<file path="src/rtl/risc16_pkg.sv">
// risc16_pkg: shared definitions for the 16-bit RISC control path.
//   - opcode field values (IR[15:12])
//   - ALU operation select encodings
//   - sequencer state encoding and instruction-class enum
//   - classify(): maps a raw opcode onto its instruction class
package risc16_pkg;

  localparam logic [3:0] OP_LD        = 4'h0;
  localparam logic [3:0] OP_ST        = 4'h1;
  localparam logic [3:0] OP_ALU_FIRST = 4'h2;
  localparam logic [3:0] OP_ALU_LAST  = 4'h9;
  localparam logic [3:0] OP_BEQ       = 4'hB;
  localparam logic [3:0] OP_BNE       = 4'hC;
  localparam logic [3:0] OP_JMP       = 4'hD;

  localparam logic [1:0] ALU_OP_ADD   = 2'b00;
  localparam logic [1:0] ALU_OP_SUB   = 2'b01;
  localparam logic [1:0] ALU_OP_FUNCT = 2'b10;

  typedef enum logic [2:0] {
    S_FETCH  = 3'd0,
    S_DECODE = 3'd1,
    S_EXEC   = 3'd2,
    S_MEM    = 3'd3,
    S_WB     = 3'd4
  } state_t;

  typedef enum logic [2:0] {
    C_LD      = 3'd0,
    C_ST      = 3'd1,
    C_RTYPE   = 3'd2,
    C_BEQ     = 3'd3,
    C_BNE     = 3'd4,
    C_JMP     = 3'd5,
    C_ILLEGAL = 3'd6
  } op_class_t;

  // 1010 and 1110/1111 fall through to C_ILLEGAL.
  function automatic op_class_t classify(input logic [3:0] op);
    op_class_t c;
    if (op == OP_LD)                                    c = C_LD;
    else if (op == OP_ST)                               c = C_ST;
    else if (op >= OP_ALU_FIRST && op <= OP_ALU_LAST)   c = C_RTYPE;
    else if (op == OP_BEQ)                              c = C_BEQ;
    else if (op == OP_BNE)                              c = C_BNE;
    else if (op == OP_JMP)                              c = C_JMP;
    else                                                c = C_ILLEGAL;
    return c;
  endfunction

endpackage

</file>
<file path="src/rtl/mem_wait_timer.sv">
// mem_wait_timer: counts consecutive cycles a memory request is pending
// without mem_ready and flags the cycle on which the bound is reached.
//   clk      in  clock
//   reset    in  synchronous, active-high
//   req      in  a read or write request is outstanding this cycle
//   ready    in  memory completes the request this cycle
//   timeout  out this is the MEM_TIMEOUT-th consecutive stalled cycle
module mem_wait_timer #(
  parameter int MEM_TIMEOUT = 16
) (
  input  logic clk,
  input  logic reset,
  input  logic req,
  input  logic ready,
  output logic timeout
);

  localparam int CNT_W = $clog2(MEM_TIMEOUT + 1);

  logic [CNT_W-1:0] wait_cnt_reg;

  // The counter holds the number of stalled cycles already seen, so the
  // current cycle is the last one allowed when it equals MEM_TIMEOUT-1.
  assign timeout = req & ~ready & (wait_cnt_reg == CNT_W'(MEM_TIMEOUT - 1));

  always_ff @(posedge clk) begin
    if (reset || !req || ready || timeout) begin
      wait_cnt_reg <= '0;
    end else begin
      wait_cnt_reg <= wait_cnt_reg + CNT_W'(1);
    end
  end

endmodule

</file>
<file path="src/rtl/multicycle_ctrl_fsm.sv">
// multicycle_ctrl_fsm: multi-cycle control sequencer for the 16-bit RISC
// datapath. Steps each instruction through FETCH/DECODE/EXEC/MEM/WB over a
// single shared memory port.
//   clk, reset        clock; synchronous active-high reset
//   op_code[3:0]      IR[15:12], looked at only in DECODE
//   mem_ready         memory completes the current access this cycle
//   alu_zero          ALU zero flag, used in EXEC for branches
//   ir_write/pc_write IR latch and PC update strobes
//   jump/beq/bne      PC source selects
//   mem_read/write    memory request (fetch or LD / ST)
//   alu_src, reg_dst, mem_to_reg, reg_write, alu_op[1:0]  datapath controls
//   bus_err           sticky: a memory access stalled for MEM_TIMEOUT cycles
//   illegal_op        one-cycle pulse in DECODE on an undefined opcode
//   retired           completed-instruction count, wraps
module multicycle_ctrl_fsm #(
  parameter int MEM_TIMEOUT = 16,
  parameter int RETIRE_W    = 16
) (
  input  logic                clk,
  input  logic                reset,
  input  logic [3:0]          op_code,
  input  logic                mem_ready,
  input  logic                alu_zero,
  output logic                ir_write,
  output logic                pc_write,
  output logic                jump,
  output logic                beq,
  output logic                bne,
  output logic                mem_read,
  output logic                mem_write,
  output logic                alu_src,
  output logic                reg_dst,
  output logic                mem_to_reg,
  output logic                reg_write,
  output logic [1:0]          alu_op,
  output logic                bus_err,
  output logic                illegal_op,
  output logic [RETIRE_W-1:0] retired
);

  import risc16_pkg::*;

  state_t              state_reg;
  op_class_t           cls_reg;
  op_class_t           dec_class;
  logic                mem_read_reg, mem_write_reg, alu_src_reg, reg_dst_reg;
  logic                mem_to_reg_reg, reg_write_reg;
  logic                jump_reg, beq_reg, bne_reg, bus_err_reg;
  logic [1:0]          alu_op_reg;
  logic [RETIRE_W-1:0] retired_reg;
  logic                mem_req, mem_done, timeout, retire;

  assign dec_class = classify(op_code);

  // Requests are only ever raised in FETCH/MEM, so mem_ready elsewhere is
  // ignored. The cycle right after reset has no request yet (all outputs
  // come out of reset low), so nothing completes in it.
  assign mem_req  = mem_read_reg | mem_write_reg;
  assign mem_done = mem_req & mem_ready;

  mem_wait_timer #(
    .MEM_TIMEOUT(MEM_TIMEOUT)
  ) u_mem_wait_timer (
    .clk    (clk),
    .reset  (reset),
    .req    (mem_req),
    .ready  (mem_ready),
    .timeout(timeout)
  );

  always_comb begin
    retire = 1'b0;
    case (state_reg)
      S_EXEC:  retire = (cls_reg == C_BEQ) || (cls_reg == C_BNE) || (cls_reg == C_JMP);
      S_MEM:   retire = (cls_reg == C_ST) && mem_done;
      S_WB:    retire = 1'b1;
      default: retire = 1'b0;
    endcase
  end

  // Moore controls are registered: each transition loads the control set of
  // the state being entered, so they are valid for the whole state.
  always_ff @(posedge clk) begin
    if (reset) begin
      state_reg      <= S_FETCH;
      cls_reg        <= C_ILLEGAL;
      mem_read_reg   <= 1'b0;
      mem_write_reg  <= 1'b0;
      alu_src_reg    <= 1'b0;
      reg_dst_reg    <= 1'b0;
      mem_to_reg_reg <= 1'b0;
      reg_write_reg  <= 1'b0;
      jump_reg       <= 1'b0;
      beq_reg        <= 1'b0;
      bne_reg        <= 1'b0;
      alu_op_reg     <= ALU_OP_ADD;
      bus_err_reg    <= 1'b0;
      retired_reg    <= '0;
    end else begin
      mem_read_reg   <= 1'b0;
      mem_write_reg  <= 1'b0;
      alu_src_reg    <= 1'b0;
      reg_dst_reg    <= 1'b0;
      mem_to_reg_reg <= 1'b0;
      reg_write_reg  <= 1'b0;
      jump_reg       <= 1'b0;
      beq_reg        <= 1'b0;
      bne_reg        <= 1'b0;
      alu_op_reg     <= ALU_OP_ADD;

      if (timeout) bus_err_reg <= 1'b1;
      if (retire)  retired_reg <= retired_reg + RETIRE_W'(1);

      case (state_reg)
        S_FETCH: begin
          if (mem_done) begin
            state_reg <= S_DECODE;
          end else begin
            // Stall, or timeout: a timed-out fetch is simply retried.
            state_reg    <= S_FETCH;
            mem_read_reg <= 1'b1;
          end
        end

        S_DECODE: begin
          cls_reg <= dec_class;
          case (dec_class)
            C_RTYPE: begin
              state_reg  <= S_EXEC;
              alu_op_reg <= ALU_OP_FUNCT;
            end
            C_LD, C_ST: begin
              state_reg   <= S_EXEC;
              alu_src_reg <= 1'b1;
            end
            C_BEQ: begin
              state_reg  <= S_EXEC;
              alu_op_reg <= ALU_OP_SUB;
              beq_reg    <= 1'b1;
            end
            C_BNE: begin
              state_reg  <= S_EXEC;
              alu_op_reg <= ALU_OP_SUB;
              bne_reg    <= 1'b1;
            end
            C_JMP: begin
              state_reg <= S_EXEC;
              jump_reg  <= 1'b1;
            end
            default: begin
              state_reg    <= S_FETCH;
              mem_read_reg <= 1'b1;
            end
          endcase
        end

        S_EXEC: begin
          case (cls_reg)
            C_RTYPE: begin
              state_reg     <= S_WB;
              reg_write_reg <= 1'b1;
              reg_dst_reg   <= 1'b1;
            end
            C_LD: begin
              state_reg    <= S_MEM;
              mem_read_reg <= 1'b1;
            end
            C_ST: begin
              state_reg     <= S_MEM;
              mem_write_reg <= 1'b1;
            end
            default: begin
              state_reg    <= S_FETCH;
              mem_read_reg <= 1'b1;
            end
          endcase
        end

        S_MEM: begin
          if (timeout) begin
            state_reg    <= S_FETCH;
            mem_read_reg <= 1'b1;
          end else if (mem_done) begin
            if (cls_reg == C_LD) begin
              state_reg      <= S_WB;
              reg_write_reg  <= 1'b1;
              mem_to_reg_reg <= 1'b1;
            end else begin
              state_reg    <= S_FETCH;
              mem_read_reg <= 1'b1;
            end
          end else begin
            state_reg     <= S_MEM;
            mem_read_reg  <= (cls_reg == C_LD);
            mem_write_reg <= (cls_reg == C_ST);
          end
        end

        default: begin
          state_reg    <= S_FETCH;
          mem_read_reg <= 1'b1;
        end
      endcase
    end
  end

  // Handshake- and flag-dependent strobes have to act in the same cycle as
  // mem_ready / alu_zero / op_code, so they are qualified combinationally.
  assign ir_write   = (state_reg == S_FETCH) & mem_done;
  assign pc_write   = ir_write | jump_reg | (beq_reg & alu_zero) | (bne_reg & ~alu_zero);
  assign illegal_op = (state_reg == S_DECODE) & (dec_class == C_ILLEGAL);

  assign jump       = jump_reg;
  assign beq        = beq_reg;
  assign bne        = bne_reg;
  assign mem_read   = mem_read_reg;
  assign mem_write  = mem_write_reg;
  assign alu_src    = alu_src_reg;
  assign reg_dst    = reg_dst_reg;
  assign mem_to_reg = mem_to_reg_reg;
  assign reg_write  = reg_write_reg;
  assign alu_op     = alu_op_reg;
  assign bus_err    = bus_err_reg;
  assign retired    = retired_reg;

endmodule

</file>
<file path="config.mk">
export PLATFORM = sky130hd
export DESIGN_NAME = multicycle_ctrl_fsm
export DESIGN_NICKNAME = d
export VERILOG_FILES = /design/src/rtl/risc16_pkg.sv /design/src/rtl/mem_wait_timer.sv /design/src/rtl/multicycle_ctrl_fsm.sv
export SDC_FILE = /design/constraint.sdc
export NUM_CORES = 1
export LEC_CHECK = 0
export CORE_MARGIN = 3
export CORE_UTILIZATION = 55
export DETAILED_ROUTE_END_ITERATION = 8
export GPL_ROUTABILITY_DRIVEN = 0
export PLACE_DENSITY = 0.84
export SETUP_SLACK_MARGIN = 0.02
export SYNTH_ARGS = -nofsm -noshare
export SYNTH_HDL_FRONTEND = slang
export SYNTH_SLANG_ARGS = --single-unit
</file>
<file path="constraint.sdc">
create_clock -name clk -period 2.95 [get_ports clk]
set_input_delay 0.59 -clock clk [delete_from_list [all_inputs] [get_ports clk]]
set_output_delay 0.59 -clock clk [all_outputs]
set_load 0.05 [all_outputs]
</file>
==> impl_metrics.tcl <==
set metrics [dict create \
    status "completed" \
    final-setup-viol-count 0 \
    largest_register_ffs 16 \
    grt_pass1_wl_mm 6.96 \
    vias 1744 \
    ctsResizeCount 0 \
    core_area_um2 3420 \
    ys.flop_type "dfxtp_1" \
    critical_path_class "in -> out" \
    fin_crit_ns 2.67 \
    synth_fp_nets 237 \
    cts_tree "built" \
    ant_nets 0 \
    antenna_cells 0 \
    synthSimpleGateAreaFrac_pct 25.5 \
    finalInstanceArea_um2 2450 \
    synthXorXnorAreaFrac_pct 1.75 \
    async_flop_share_pct 0 \
    initial_core_util_pct 58.5 \
    synth_top_area_share_pct 39.0 \
    synth-edff-count 0 \
    routed_wirelength_mm 3.98 \
    antenna_found_initial 0 \
    fin_setup_tns_ns 0 \
    rrSetupSlack_ns 0.79 \
    period_share_pct 90.5 \
    cp-end-kind "primary output" \
    cts_setup_buffers 0 \
    yosysSeqAreaShare_pct 39.0 \
    finClkSkew_ns 0.00945 \
    ctsHoldBuffers 0 \
    fmax_mhz 374 \
    final_cell_count_no_fill 307 \
    avgSynthCellArea_um2 8.89 \
    worst-path-max-fanout 5 \
    cts_root_buf "clkbuf_4" \
    drv_slew 0 \
    clkSlewWorstSetupHoldPaths_ns 0.11 \
    critPathArrivalTime_ns 2.08 \
    synth.area.mux_share_pct 6.76 \
    hpwl_mm 2.97 \
    worstPathRequired_ns 2.36 \
    synth_common_cells "dfxtp_1, nor2_1, nor2b_1" \
    overflow 0 \
    synth_compound_area_share_pct 18.8 \
    cts-htree-levels 2 \
    place_area_um2 2400 \
    die_y_um 66.3 \
    grt_max_degree 31 \
    final_nets 272 \
    cts_num_sinks 39 \
    synth.most_common_cell "dfxtp_1" \
    area_delta_synth_final_pct 22.8 \
    drc 0 \
    p_leak_uw 0.000901 \
    drt_iter0_drc 96 \
    peakVddDrop_v 0.000282 \
    grt_usage_pct 20.1 \
    multi_input_area_um2 1100 \
    rsz0062_at_grt "false" \
    yosys.area_share.adder_pct 2.50 \
    slew_headroom_pct 48.8 \
    fin_ws_ns 0.279 \
    clk_latency_ns 0.35 \
    fp.dieArea_um2 4400 \
    viasPerCell 5.68 \
    cts_made_buffers 5 \
    synth_cells 225 \
    grt_pass1_vias 1588 \
    nFillCells 267 \
    synth_top_family_by_area "simple AND/OR/NAND/NOR gates" \
    yosys.area.top_type "dfxtp_1" \
    die_width_um 66.3 \
    drv_cap 0 \
    dp.cells 299 \
    final_util_pct 71.9 \
    synth.area.top_cells "dfxtp_1, mux2_1, nor2_1" \
    cts_buffer_depth 2 \
    port_buffers 38 \
    tightest_slew_ns 0.766 \
    drt_pass1_iterations 4 \
    ios 39 \
    pre_cts_ws_ns 0.266 \
    startpoint_type "input port" \
    wl_per_cell_um 13.0 \
    netlist-cell-type-count 48 \
    final-seq-area_um2 781 \
    ys_ff_latch 39 \
    yosysWarnings 0 \
    powerDensity_nw_per_um2 370 \
    hp-class "reg -> reg" \
    drive_gt1_share_pct 7.66 \
    syn_area_um2 2000 \
    rows 21 \
    finalHoldViolCount 0 \
]
metal layers:
layer	track usage (%)	part of all wire, %	vias to the layer above
li1	-	-	887
met1	25.8	45	808
met2	32.7	48	41
met5	0	0	-
met3	5.10	6.0	8
met4	6.85	0.90	0
report_power, final:
part,total [uW],leakage (uW),internal (uW),switching [uW]
registers,545,0.000315,534,11.1
clock network,260,0.0000293,92.9,167
logic,103,0.000557,41.5,62.0
cell type report:
type	count	area share, %
Clock buffer	7	1.83
Clock inverter	1	0.204
Inverter	13	1.99
Multi-Input combinational cell	161	45.0
Sequential cell	39	31.8
Tap cell	46	2.34
Timing Repair Buffer	40	16.8
critical path, cell delays in order:
cell,delay [ns]
clkdlybuf4s50_1,0.54
o21ai_1,0.16
or4_1,0.51
nand2_1,0.15
buf_12,0.14
stage by stage:
| step | power, uW | hold slack, ns |
|---|---|---|
| 6_report | 909 | 0.465 |
| 5_1_grt | 946 | 0.497 |
| 4_1_cts | 917 | 0.463 |
| 3_5_place_dp | 662 | 0.437 |
| 3_3_place_gp | 660 | 0.429 |
| 2_1_floorplan | 620 | 0.418 |
cells by family (layout without fill, tap and decap cells):
group                      after synthesis  count (layout)
buffers and inverters                   25              61
xor gates and xnor gates                 4               4
and+or+nand+nor                         97              97
DFF                                     39              39
adders and majority gates                4               4
AOI/OAI and AO/OA                       44              44
muxes                                   12              12
layout by cell type (no fill, tap or decap), drive strengths merged, types with 3 or more instances in the layout:
master	Yosys	final
or3	3	3
o21ai	5	5
clkdlybuf4s50	0	35
and3	3	3
buf	6	5
a21boi	3	3
a21oi	10	10
nor2	32	32
dfxtp	39	39
o311ai	3	3
nor2b	15	15
ha	4	4
nand2	9	9
a211oi	4	4
clkbuf	6	7
and4	3	3
inv	13	13
a2111oi	5	5
nor3	9	9
mux2	12	12
a211o	3	3
nand3	9	9
final timing paths:
check	startpoint	to	depth (start not counted)
hold / removal	u_mem_wait_timer.wait_cnt_reg[0]	u_mem_wait_timer.wait_cnt_reg[0]	1
setup / recovery	mem_ready	pc_write	5
hold reg to reg	u_mem_wait_timer.wait_cnt_reg[0]	u_mem_wait_timer.wait_cnt_reg[0]	1
setup reg to reg	cls_reg[0]	retired[15]	5
No activity file was read; power rests on OpenSTA's default activity.
